--- config.mk ---
export PLATFORM = sky130hd
export DESIGN_NAME = btn_debounce_select
export DESIGN_NICKNAME = d
export VERILOG_FILES = /design/src/rtl/btn_debounce_select.sv
export SDC_FILE = /design/constraint.sdc
export NUM_CORES = 1
export LEC_CHECK = 0
export BUFFER_PORTS_ARGS = -buffer_cell sky130_fd_sc_hd__buf_2
export CORE_MARGIN = 8
export CORE_UTILIZATION = 62
export DETAILED_ROUTE_END_ITERATION = 7
export PLACE_DENSITY_LB_ADDON = 0.25
export RECOVER_POWER = 25
export SLEW_MARGIN = 10
export SYNTH_ARGS = -nofsm -noshare
export SYNTH_HDL_FRONTEND = slang
export SYNTH_SLANG_ARGS = --single-unit
export TNS_END_PERCENT = 100
--- constraint.sdc ---
create_clock -name clk -period 3 [get_ports clk]
set_input_delay 0.45 -clock clk [delete_from_list [all_inputs] [get_ports clk]]
set_output_delay 0.45 -clock clk [all_outputs]
set_load 0.03 [all_outputs]
--- src/rtl/btn_debounce_select.sv ---
// btn_debounce_select: debounces a raw button into a level, press/release/long-press pulses and a toggling digit select
module btn_debounce_select #(
  parameter int DEBOUNCE_CYCLES = 1000000,
  parameter int LONG_CYCLES     = 100000000,
  parameter int CNT_W           = 27
) (
  input  logic clk,
  input  logic rst,
  input  logic btn_raw,
  output logic btn_level,
  output logic press_pulse,
  output logic release_pulse,
  output logic long_press,
  output logic sel
);
  typedef enum logic [1:0] {IDLE, PRESS_WAIT, PRESSED, RELEASE_WAIT} state_t;
  localparam logic [CNT_W-1:0] DB_LAST   = CNT_W'(DEBOUNCE_CYCLES - 1);
  localparam logic [CNT_W-1:0] LONG_LAST = CNT_W'(LONG_CYCLES - 1);
  localparam logic [CNT_W-1:0] CNT_MAX   = '1;
  state_t           state_q, state_d;
  logic [CNT_W-1:0] cnt_q, cnt_d, cnt_inc;
  logic             s0_q, s1_q;
  logic             level_q, level_d, press_q, press_d, release_q, release_d;
  logic             long_q, long_d, long_done_q, long_done_d, sel_q, sel_d;
  assign cnt_inc = (cnt_q == CNT_MAX) ? cnt_q : cnt_q + CNT_W'(1);
  // next-state: stability counting, one-shot pulses and the once-per-press long-press latch
  always_comb begin
    state_d     = state_q;
    cnt_d       = cnt_inc;
    level_d     = level_q;
    press_d     = 1'b0;
    release_d   = 1'b0;
    long_d      = 1'b0;
    long_done_d = long_done_q;
    sel_d       = sel_q;
    case (state_q)
      IDLE: begin
        cnt_d = '0;
        if (s1_q) state_d = PRESS_WAIT;
      end
      PRESS_WAIT: begin
        if (!s1_q) begin
          state_d = IDLE;
          cnt_d   = '0;
        end else if (cnt_inc == DB_LAST) begin
          state_d     = PRESSED;
          cnt_d       = '0;
          level_d     = 1'b1;
          press_d     = 1'b1;
          sel_d       = ~sel_q;
          long_done_d = 1'b0;
        end
      end
      PRESSED: begin
        if (!s1_q) begin
          state_d = RELEASE_WAIT;
          cnt_d   = '0;
        end else if (cnt_q == LONG_LAST && !long_done_q) begin
          long_d      = 1'b1;
          long_done_d = 1'b1;
        end
      end
      RELEASE_WAIT: begin
        if (s1_q) begin
          state_d = PRESSED;
          cnt_d   = '0;
        end else if (cnt_inc == DB_LAST) begin
          state_d   = IDLE;
          cnt_d     = '0;
          level_d   = 1'b0;
          release_d = 1'b1;
        end
      end
      default: begin
        state_d = IDLE;
        cnt_d   = '0;
      end
    endcase
  end
  // synchroniser chain plus all FSM state and registered outputs
  always_ff @(posedge clk or posedge rst) begin
    if (rst) begin
      s0_q        <= 1'b0;
      s1_q        <= 1'b0;
      state_q     <= IDLE;
      cnt_q       <= '0;
      level_q     <= 1'b0;
      press_q     <= 1'b0;
      release_q   <= 1'b0;
      long_q      <= 1'b0;
      long_done_q <= 1'b0;
      sel_q       <= 1'b0;
    end else begin
      s0_q        <= btn_raw;
      s1_q        <= s0_q;
      state_q     <= state_d;
      cnt_q       <= cnt_d;
      level_q     <= level_d;
      press_q     <= press_d;
      release_q   <= release_d;
      long_q      <= long_d;
      long_done_q <= long_done_d;
      sel_q       <= sel_d;
    end
  end
  assign btn_level     = level_q;
  assign press_pulse   = press_q;
  assign release_pulse = release_q;
  assign long_press    = long_q;
  assign sel           = sel_q;
endmodule

==> impl_metrics.ini, run 1 <==
[global_route]
first_global_vias = 2003
grt_usage = 0.1983
grt.overflow.total = 0
antenna_found_initial = 0
grt_pass1_wl_mm = 9.873
grt_start_max_net_pins = 29

[drt]
detail_route.wl_per_cell_um = 18.35
num_vias = 2106
drt.antenna.violating_nets = 0
remaining_drc_errors = 0
drt_pre_antenna_iters = 5
routed_via_density = 6.440
drt_iter0_drc = 144
wl_mm = 6.001

[clock_network]
cts.sinks = 37
htreeDepth = 2
clock_path_buffers = 2
cts_buffers = 5
clk_pin_slew_ns = 0.08
cts_root_buf = clkbuf_8
clock_latency_ns = 0.29
cts_tree = built

[timing]
min_period_ns = 2.913
finalSetupTns_ns = 0
tightest_slew_ns = 1.560
maxSlewHeadroom = -0.04021
max_freq_ghz = 0.3433
fin_crit_sh = 0.9711
final_max_slew_viol_count = 29
rsz0062_at_grt = yes
clock_skew_ns = 0.003558
hold_viol = 0
setup_violations = 0
setup_ws_ns = 0.08674

[synth]
synth_cell_types = 55
synth-seq-cells = 37
syn_nets = 265
synth_top_area_cell = dfrtp_1
synth_top_area_share = 0.3689
synthFlopType = dfrtp_1
synth.cell_area_um2 = 2510
avgSynthCellArea_um2 = 9.617
ys_seq_area_frac = 0.3689
synth.area.top_cells = dfrtp_1 (37%), a21oi_2 (6.6%), xor2_1 (5.6%), xnor2_1 (5.2%), nand3_1 (2.8%)
synthArstFlopShare = 1.000
yosysMostFrequentCell = dfrtp_1
synth_common_cells = dfrtp_1 (37), a21oi_2 (19), nand2_1 (16), nor2_1 (16), xor2_1 (16)
yosys_warnings = 0
synth-edff-count = 0
syn_inst = 261

[floorplan]
die_y_um = 79.63
dieArea_um2 = 6340
start_util = 0.6366
die_w_um = 79.63
core-area_um2 = 3943
num_rows = 23
io_pins = 8

[outcome]
outcome = finished with violations
violations = capacitance limit, slew limit

[setup_path]
start_kind = flip-flop
worstPathMaxFanout = 8
end_kind = flip-flop
reg2reg_setup_slack_ns = 0.09
arrival_ns = 3.09
rr_startpoint = cnt_q[0]
r2r.worst_path.cells = 9
worstPathRequired_ns = 3.18
critPathKind = reg -> reg

[placement]
post-place-ws_ns = 0.1586
io_buffers = 7
hpwlAfterDp_mm = 4.109
gp_congestion = 0.9648

[power_and_ir_drop]
power-per-cell-area_nw_per_um2 = 360.1
peakVddDrop_mv = 0.3589
p_leak_nw = 1.137

[cells_and_area]
diodes = 0
nNetsFinal = 280
post_route_cells_drive_above_1_share = 0.2635
syn_to_final_growth_pct = 11.02

[run]
maxCapViolations = 1

[hold_path]
hp-class = in -> async
-- state kept, by name, summed over array words and instances (netlist names), named ones only --
name	cells
long_press	1
s1_q	1
s0_q	1
long_done_q	1
state_q	1
cnt_q	27
release_pulse	1
sel	1
press_pulse	1
btn_level	1
-- kinds of logic after synthesis --
kind of cell             after synthesis  share of synthesized area
XOR/XNOR                              31                     0.1082
multiplexers                           4                    0.01645
flip-flops                            37                     0.3689
AO/OA/AOI/OAI                         53                     0.1675
AND/OR/NAND/NOR                      107                     0.2627
buffers and inverters                 28                    0.07128
adder cells (fa/ha/maj)                1                   0.004984
-- repair_timing --
item | CTS | global route
setup buffers | 0 | 2
hold buffers | 0 | 0
setup endpoints to repair | 0 | 29
resized for setup | 0 | 4
-- layout make-up --
| class | instances | area, um^2 |
|---|---|---|
| multi-input cells | 196 | 1418 |
| clock inverters | 2 | 37.54 |
| well taps | 50 | 62.56 |
| clock buffers | 6 | 82.58 |
| fillers | 284 | 1156 |
| repair buffers | 30 | 237.7 |
| flip-flops and latches | 37 | 925.9 |
| inverters | 6 | 22.52 |
-- routing by layer --
layer  global-route usage  routed length (um)
met4              0.09259                 190
met3              0.04617                 391
met2               0.2861                2699
met1               0.2724                2719
met5                    0                   0
-- worst max path at each step --
stage / endpoint / depth (start not counted) / startpoint / slack (ns)
floorplan: cnt_q[14] / 12 / cnt_q[0] / 0.35
global placement: cnt_q[21] / 10 / cnt_q[0] / 0.23
detailed placement: cnt_q[21] / 10 / cnt_q[0] / 0.16
CTS: cnt_q[21] / 10 / cnt_q[0] / 0.11
global route: flip-flop / 9 / cnt_q[0] / -0.02
finish: flip-flop / 9 / cnt_q[0] / 0.09
-- where the power goes --
| part | leakage [nW] | internal (mW) | switching, mW |
|---|---|---|---|
| registers | 0.509 | 0.502 | 0.00309 |
| clock network | 0.0574 | 0.270 | 0.190 |
| logic | 0.570 | 0.0134 | 0.0253 |
| total | 1.14 | 0.785 | 0.218 |
-- cell usage in the layout, fill, tap and decap left out, drive strengths merged, types with 6 or more instances in the layout --
master / n
dfrtp: 37
buf: 28
a21oi: 25
nor2: 17
xor2: 16
nand2: 16
xnor2: 15
nand3: 15
nand4: 13
nor4: 11
nor3: 8
clkbuf: 8
inv: 6
-- per-stage QoR --
stage | cell area [um^2] | hold slack [ns] | cells | util | power (mW)
3_3_place_gp | 2614 | 0.3351 | 316 | 0.6630 | 0.5471
5_1_grt | 2786 | 0.1365 | 327 | 0.7068 | 1.039
3_5_place_dp | 2614 | 0.3364 | 316 | 0.6630 | 0.5485
6_report | 2786 | 0.1078 | 327 | 0.7068 | 1.003
2_1_floorplan | 2510 | 0.3312 | 261 | - | 0.5421
4_1_cts | 2734 | 0.1230 | 324 | 0.6934 | 1.006
-- worst max-delay path: stages, from the launching register on --
cell	delay (ns)
dfrtp_1	0.42
ha_1	0.21
and4_2	0.32
nand3_4	0.16
nor4_1	0.54
nand2_1	0.18
mux2i_1	0.24
and3_1	0.20
nand3_1	0.17
mux2_1	0.35
(Power assumes the default switching activity.)
==> run 2: changes to the inputs <==
Clock period 3 ns to 3.1 ns, I/O delays scaled along.
==> run 2 against run 1 <==
Compared with the run above:
- routed wire length fell by 5.1%
- clock skew barely moved
- final cell count fell by 1.8%
- register-to-register slack improved by 0.13 ns
- global-route usage fell by 0.37 points
- clock power fell by 5.9%
- first-iteration DRC count rose by 24%
- the flow now finishes without violations
- hold slack improved by 0.027 ns
- sequential power fell by 3%
- worst setup slack improved by 0.13 ns
- critical path type unchanged
==> impl_metrics.ini, run 2 (synthesized netlist as in run 1, its figures left out) <==
[timing]
whs_ns = 0.1347
final_max_slew_viol_count = 0
finalSetupTns_ns = 0
setup_violations = 0
hold_viol = 0
maxSlewHeadroom = 0.05715
max_freq_ghz = 0.3467
tightest_slew_ns = 1.414
rsz0062_at_grt = no
min_period_ns = 2.884
fin_crit_sh = 0.9304
clock_skew_ns = 0.003722
setup_ws_ns = 0.2156

[cells_and_area]
diodes = 0
fillers = 317
finish.instance_area_um2 = 2716
top_register = cnt_q
nNetsFinal = 274
largest_reg_flops = 27
mostFrequentLayoutCells = dfrtp_1 (36), a21oi_2 (19), xor2_1 (16), nand2_1 (16), nor2_1 (16)
fin_util = 0.6890
syn_to_final_growth_pct = 8.226
final_common_cell = dfrtp_1
post_route_cells_drive_above_1_share = 0.2509

[placement]
gp_congestion = 0.9578
io_buffers = 7
post-place-ws_ns = 0.07938
place_area_um2 = 2591
hpwlAfterDp_mm = 4.064

[drt]
detail_route.wl_per_cell_um = 17.75
maxUsedRoutingLayer = met4
wl_met2_mm = 2.634
routedLengthMet1_mm = 2.484
drt_pre_antenna_iters = 5
wl_met3_um = 435
routed_via_density = 6.464
num_vias = 2075
drt_iter0_drc = 179
drt.antenna.violating_nets = 0
wl_mm = 5.697
remaining_drc_errors = 0

[global_route]
grt.overflow.total = 0
grt_start_max_net_pins = 29
grt_pass1_wl_mm = 9.873
antenna_found_initial = 0
first_global_vias = 2023
grt_usage = 0.1946

[setup_path]
arrival_ns = 3.03
cp_cell_sequence = ha_1 > buf_4 > and4_2 > nand3_4 > nor4_4 > o311a_1 > o211ai_1 > nor4_2 > a41o_1 > buf_12 > a21boi_0
worstPathMaxFanout = 19
cpMaxStageDelayCell = dfrtp_2
end_kind = flip-flop
worstPathRequired_ns = 3.25
start_kind = flip-flop
slowest_delay_ns = 0.41
critPathKind = reg -> reg
reg2reg_setup_slack_ns = 0.22

[floorplan]
core-area_um2 = 3943
num_rows = 23
die_y_um = 79.63
die_w_um = 79.63
dieArea_um2 = 6340
io_pins = 8
start_util = 0.6366

[clock_network]
cts_tree = built
clock_path_buffers = 2
cts.sinks = 37
cts-hold-fix-buffers = 0
cts_root_buf = clkbuf_8
clock_latency_ns = 0.29
cts_buffers = 5
clk_pin_slew_ns = 0.07
htreeDepth = 2

[power_and_ir_drop]
switching_share = 0.2065
combPwrFrac = 0.032
pwr-share-seq = 0.513
peakVddDrop_mv = 0.2465
p_leak_nw = 1.078
power-per-cell-area_nw_per_um2 = 350.7
p_int_uw = 755.9
p_switching_uw = 196.7
clkPwrFrac = 0.455

[hold_path]
hp-class = in -> async

[outcome]
outcome = completed

[run]
maxCapViolations = 0
run 2: cell count changes in the layout (fill, tap and decap cells not counted):
cell and delta:
buf_6 -1, clkbuf_16 -1, dfrtp_1 -1, a41o_2 -1
and2_4 -1, nor4_1 -1, a41o_1 +1, and2_2 +1
nor4_2 +2, nor4_4 -1, dfrtp_2 +1, buf_4 -4
run 2: metrics by stage:
step                      total power, mW  cells
after floorplan                    0.5246    261
after global placement             0.5295    313
after detailed placement           0.5301    313
after CTS                          0.9625    321
after global routing               0.9869    321
final                              0.9526    321
run 2: final timing paths:
check                         start    endpoint  cells past startpoint
max                        cnt_q[0]   cnt_q[21]                     11
min                             rst  long_press                      2
max reg2reg                cnt_q[0]   cnt_q[21]                     11
min reg2reg                    s0_q        s1_q                      0
max in group asynchronous       rst   cnt_q[26]                      3
min in group clk            btn_raw        s0_q                      1
run 2: per-layer routing:
metal,vias to the layer above,global-route usage
li1,969,-
met1,992,0.2539
met2,98,0.2885
met3,16,0.04955
met4,0,0.1019
met5,-,0
run 2: area by class of cell:
cell class | count | area (um^2) | share of cell area
Clock buffer | 6 | 82.58 | 0.03040
Inverter | 6 | 22.52 | 0.008291
Clock inverter | 2 | 37.54 | 0.01382
Timing Repair Buffer | 24 | 171.4 | 0.06310
Tap cell | 50 | 62.56 | 0.02303
Sequential cell | 37 | 927.1 | 0.3413
Multi-Input combinational cell | 196 | 1413 | 0.5200
run 2: what timing repair did:
action                     in CTS  in global routing
setup buffers                   0                  0
gates resized for setup         0                  3
setup endpoints to repair       0                 26
run 2: power by group through the flow:
stage               Combinational [mW]  Clock, mW  Sequential, mW
finish                          0.0307      0.433           0.489
global placement                0.0318          0           0.498
detailed placement              0.0321          0           0.498
floorplan                       0.0274          0           0.497
CTS                             0.0323      0.442           0.488
global route                    0.0351      0.463           0.489
run 2: worst max-delay path: cells and delay by family, from the launching register on:
family	cells	cell delay, ns
AOI/OAI and AO/OA	4	0.72
adders and majority gates	1	0.18
buffers and inverters	2	0.34
DFF	1	0.41
and+or+nand+nor	4	1.08
==> run 3: changes to the inputs <==
Settings changed: PLACE_DENSITY_LB_ADDON 0.25 to 0.05.
==> run 3 against run 2 <==
Compared with the run above:
- the run now ends with capacitance limit, slew limit left
- power shrank 0.21%
- final cell count is the same
- utilization shrank 0.35 points
- worst setup slack lost 0.0050 ns
- fmax shrank 0.17%
- clock-buffer cell count shrank 1
- hold slack gained 0.12 ns
- global-route usage shrank 0.53 points
- via count shrank 1.7%
- cell area shrank 0.51%
- combinational power is essentially flat
- critical path type unchanged
- critical endpoint unchanged
==> impl_metrics.ini, run 3 (synthesized netlist as in run 1, its figures left out) <==
[outcome]
outcome = finished with violations
violations = capacitance limit, slew limit

[clock_network]
cts_tree = built
cts_buffers = 5
postCtsSetupRepairBufs = 0
clock_latency_ns = 0.31
ctsResizeCount = 0
cts_root_buf = clkbuf_8
cts.sinks = 37
clock_path_buffers = 2
htreeDepth = 2
cts-hold-fix-buffers = 0
clk_pin_slew_ns = 0.09

[cells_and_area]
syn_to_final_growth_pct = 7.677
finish.instance_area_um2 = 2703
diodes = 0
final-instance-count-excl-fill = 321
post_route_cells_drive_above_1_share = 0.2399
largest_reg_flops = 27
mostFrequentLayoutCells = dfrtp_1 (37), a21oi_2 (19), xor2_1 (16), nand2_1 (16), nor2_1 (16)
fin_util = 0.6855
final_common_cell = dfrtp_1
top_register = cnt_q
nNetsFinal = 274

[setup_path]
cp_cell_sequence = nand3_1 > or3_4 > nor3_1 > o211ai_1 > a22oi_1 > a41o_1 > buf_12 > a21boi_0
arrival_ns = 3.04
critPathKind = reg -> reg
worstPathRequired_ns = 3.25
start_kind = flip-flop
worstPathMaxFanout = 19
cp_num_buf_inv = 1
critPathLaunch = cnt_q[17]
rr_startpoint = cnt_q[17]
slowest_delay_ns = 0.54
end_kind = flip-flop
cp_top_family = simple AND/OR/NAND/NOR gates
cpMaxStageDelayCell = dfrtp_1

[timing]
min_period_ns = 2.889
finalSetupTns_ns = 0
whs_ns = 0.2567
final_max_slew_viol_count = 38
max_freq_ghz = 0.3461
fin_crit_sh = 0.9320
setup_ws_ns = 0.2106
hold_viol = 0
rsz0062_at_grt = no
setup_violations = 0
clock_skew_ns = 0.01271
tightest_slew_ns = 1.941
maxSlewHeadroom = -0.2942

[drt]
drt_iter0_drc = 214
drt.antenna.violating_nets = 0
num_vias = 2040
wl_mm = 5.741
remaining_drc_errors = 0
detail_route.wl_per_cell_um = 17.88
routed_via_density = 6.355
drt_pre_antenna_iters = 5

[placement]
io_buffers = 7
gp_congestion = 0.9975
place_area_um2 = 2591
post-place-ws_ns = 0.3003
hpwlAfterDp_mm = 4.074
dpl.cell_count = 313

[global_route]
grt_usage = 0.1893
first_global_vias = 1860
grt_start_max_net_pins = 38
antenna_found_initial = 0
grt_pass1_wl_mm = 9.425
grt.overflow.total = 0

[power_and_ir_drop]
peakVddDrop_mv = 0.2529
p_total_uw = 950.6
p_int_uw = 735.0
combPwrFrac = 0.032
p_leak_nw = 1.076
pwr-share-seq = 0.514
p_switching_uw = 215.6
switching_share = 0.2268
power-per-cell-area_nw_per_um2 = 351.7
clkPwrFrac = 0.454

[floorplan]
start_util = 0.6366
num_rows = 23
die_w_um = 79.63
io_pins = 8
die_y_um = 79.63
core-area_um2 = 3943
dieArea_um2 = 6340

[hold_path]
hold_start = btn_raw
hp-class = in -> reg

[run]
maxCapViolations = 1
[run 3: metal layers]
| metal | up-vias | wire [um] | track usage | share of wire |
|---|---|---|---|---|
| met5 | - | 0 | 0 | 0 |
| met1 | 980 | 2658 | 0.2636 | 0.46 |
| met2 | 73 | 2622 | 0.2755 | 0.46 |
| met3 | 14 | 346 | 0.05068 | 0.060 |
| li1 | 973 | - | - | - |
| met4 | 0 | 114 | 0.06111 | 0.020 |
[run 3: worst paths after layout]
path                            slack, ns  cells past startpoint   endpoint
worst max-delay path                 0.21                      8  cnt_q[21]
worst min-delay path                 0.26                      1       s0_q
worst max register to register       0.21                      8  cnt_q[21]
worst min register to register       0.37                      0       s1_q
max in group asynchronous            1.13                      3   cnt_q[0]
min in group asynchronous            0.85                      3  cnt_q[16]
[run 3: area by class of cell]
class	count	area (um^2)
sequential	37	925.9
inverter	6	22.52
tap	50	62.56
multi-input combinational	196	1405
fill	311	1240
clock buffer	5	68.82
timing repair buffer	24	171.4
clock inverter	3	46.29
[run 3: power by group through the flow]
stage | clock (mW) | combinational (mW) | sequential (mW)
floorplan | 0 | 0.0274 | 0.497
global placement | 0 | 0.0315 | 0.498
detailed placement | 0 | 0.0320 | 0.498
CTS | 0.435 | 0.0321 | 0.488
global route | 0.459 | 0.0348 | 0.489
finish | 0.431 | 0.0307 | 0.489
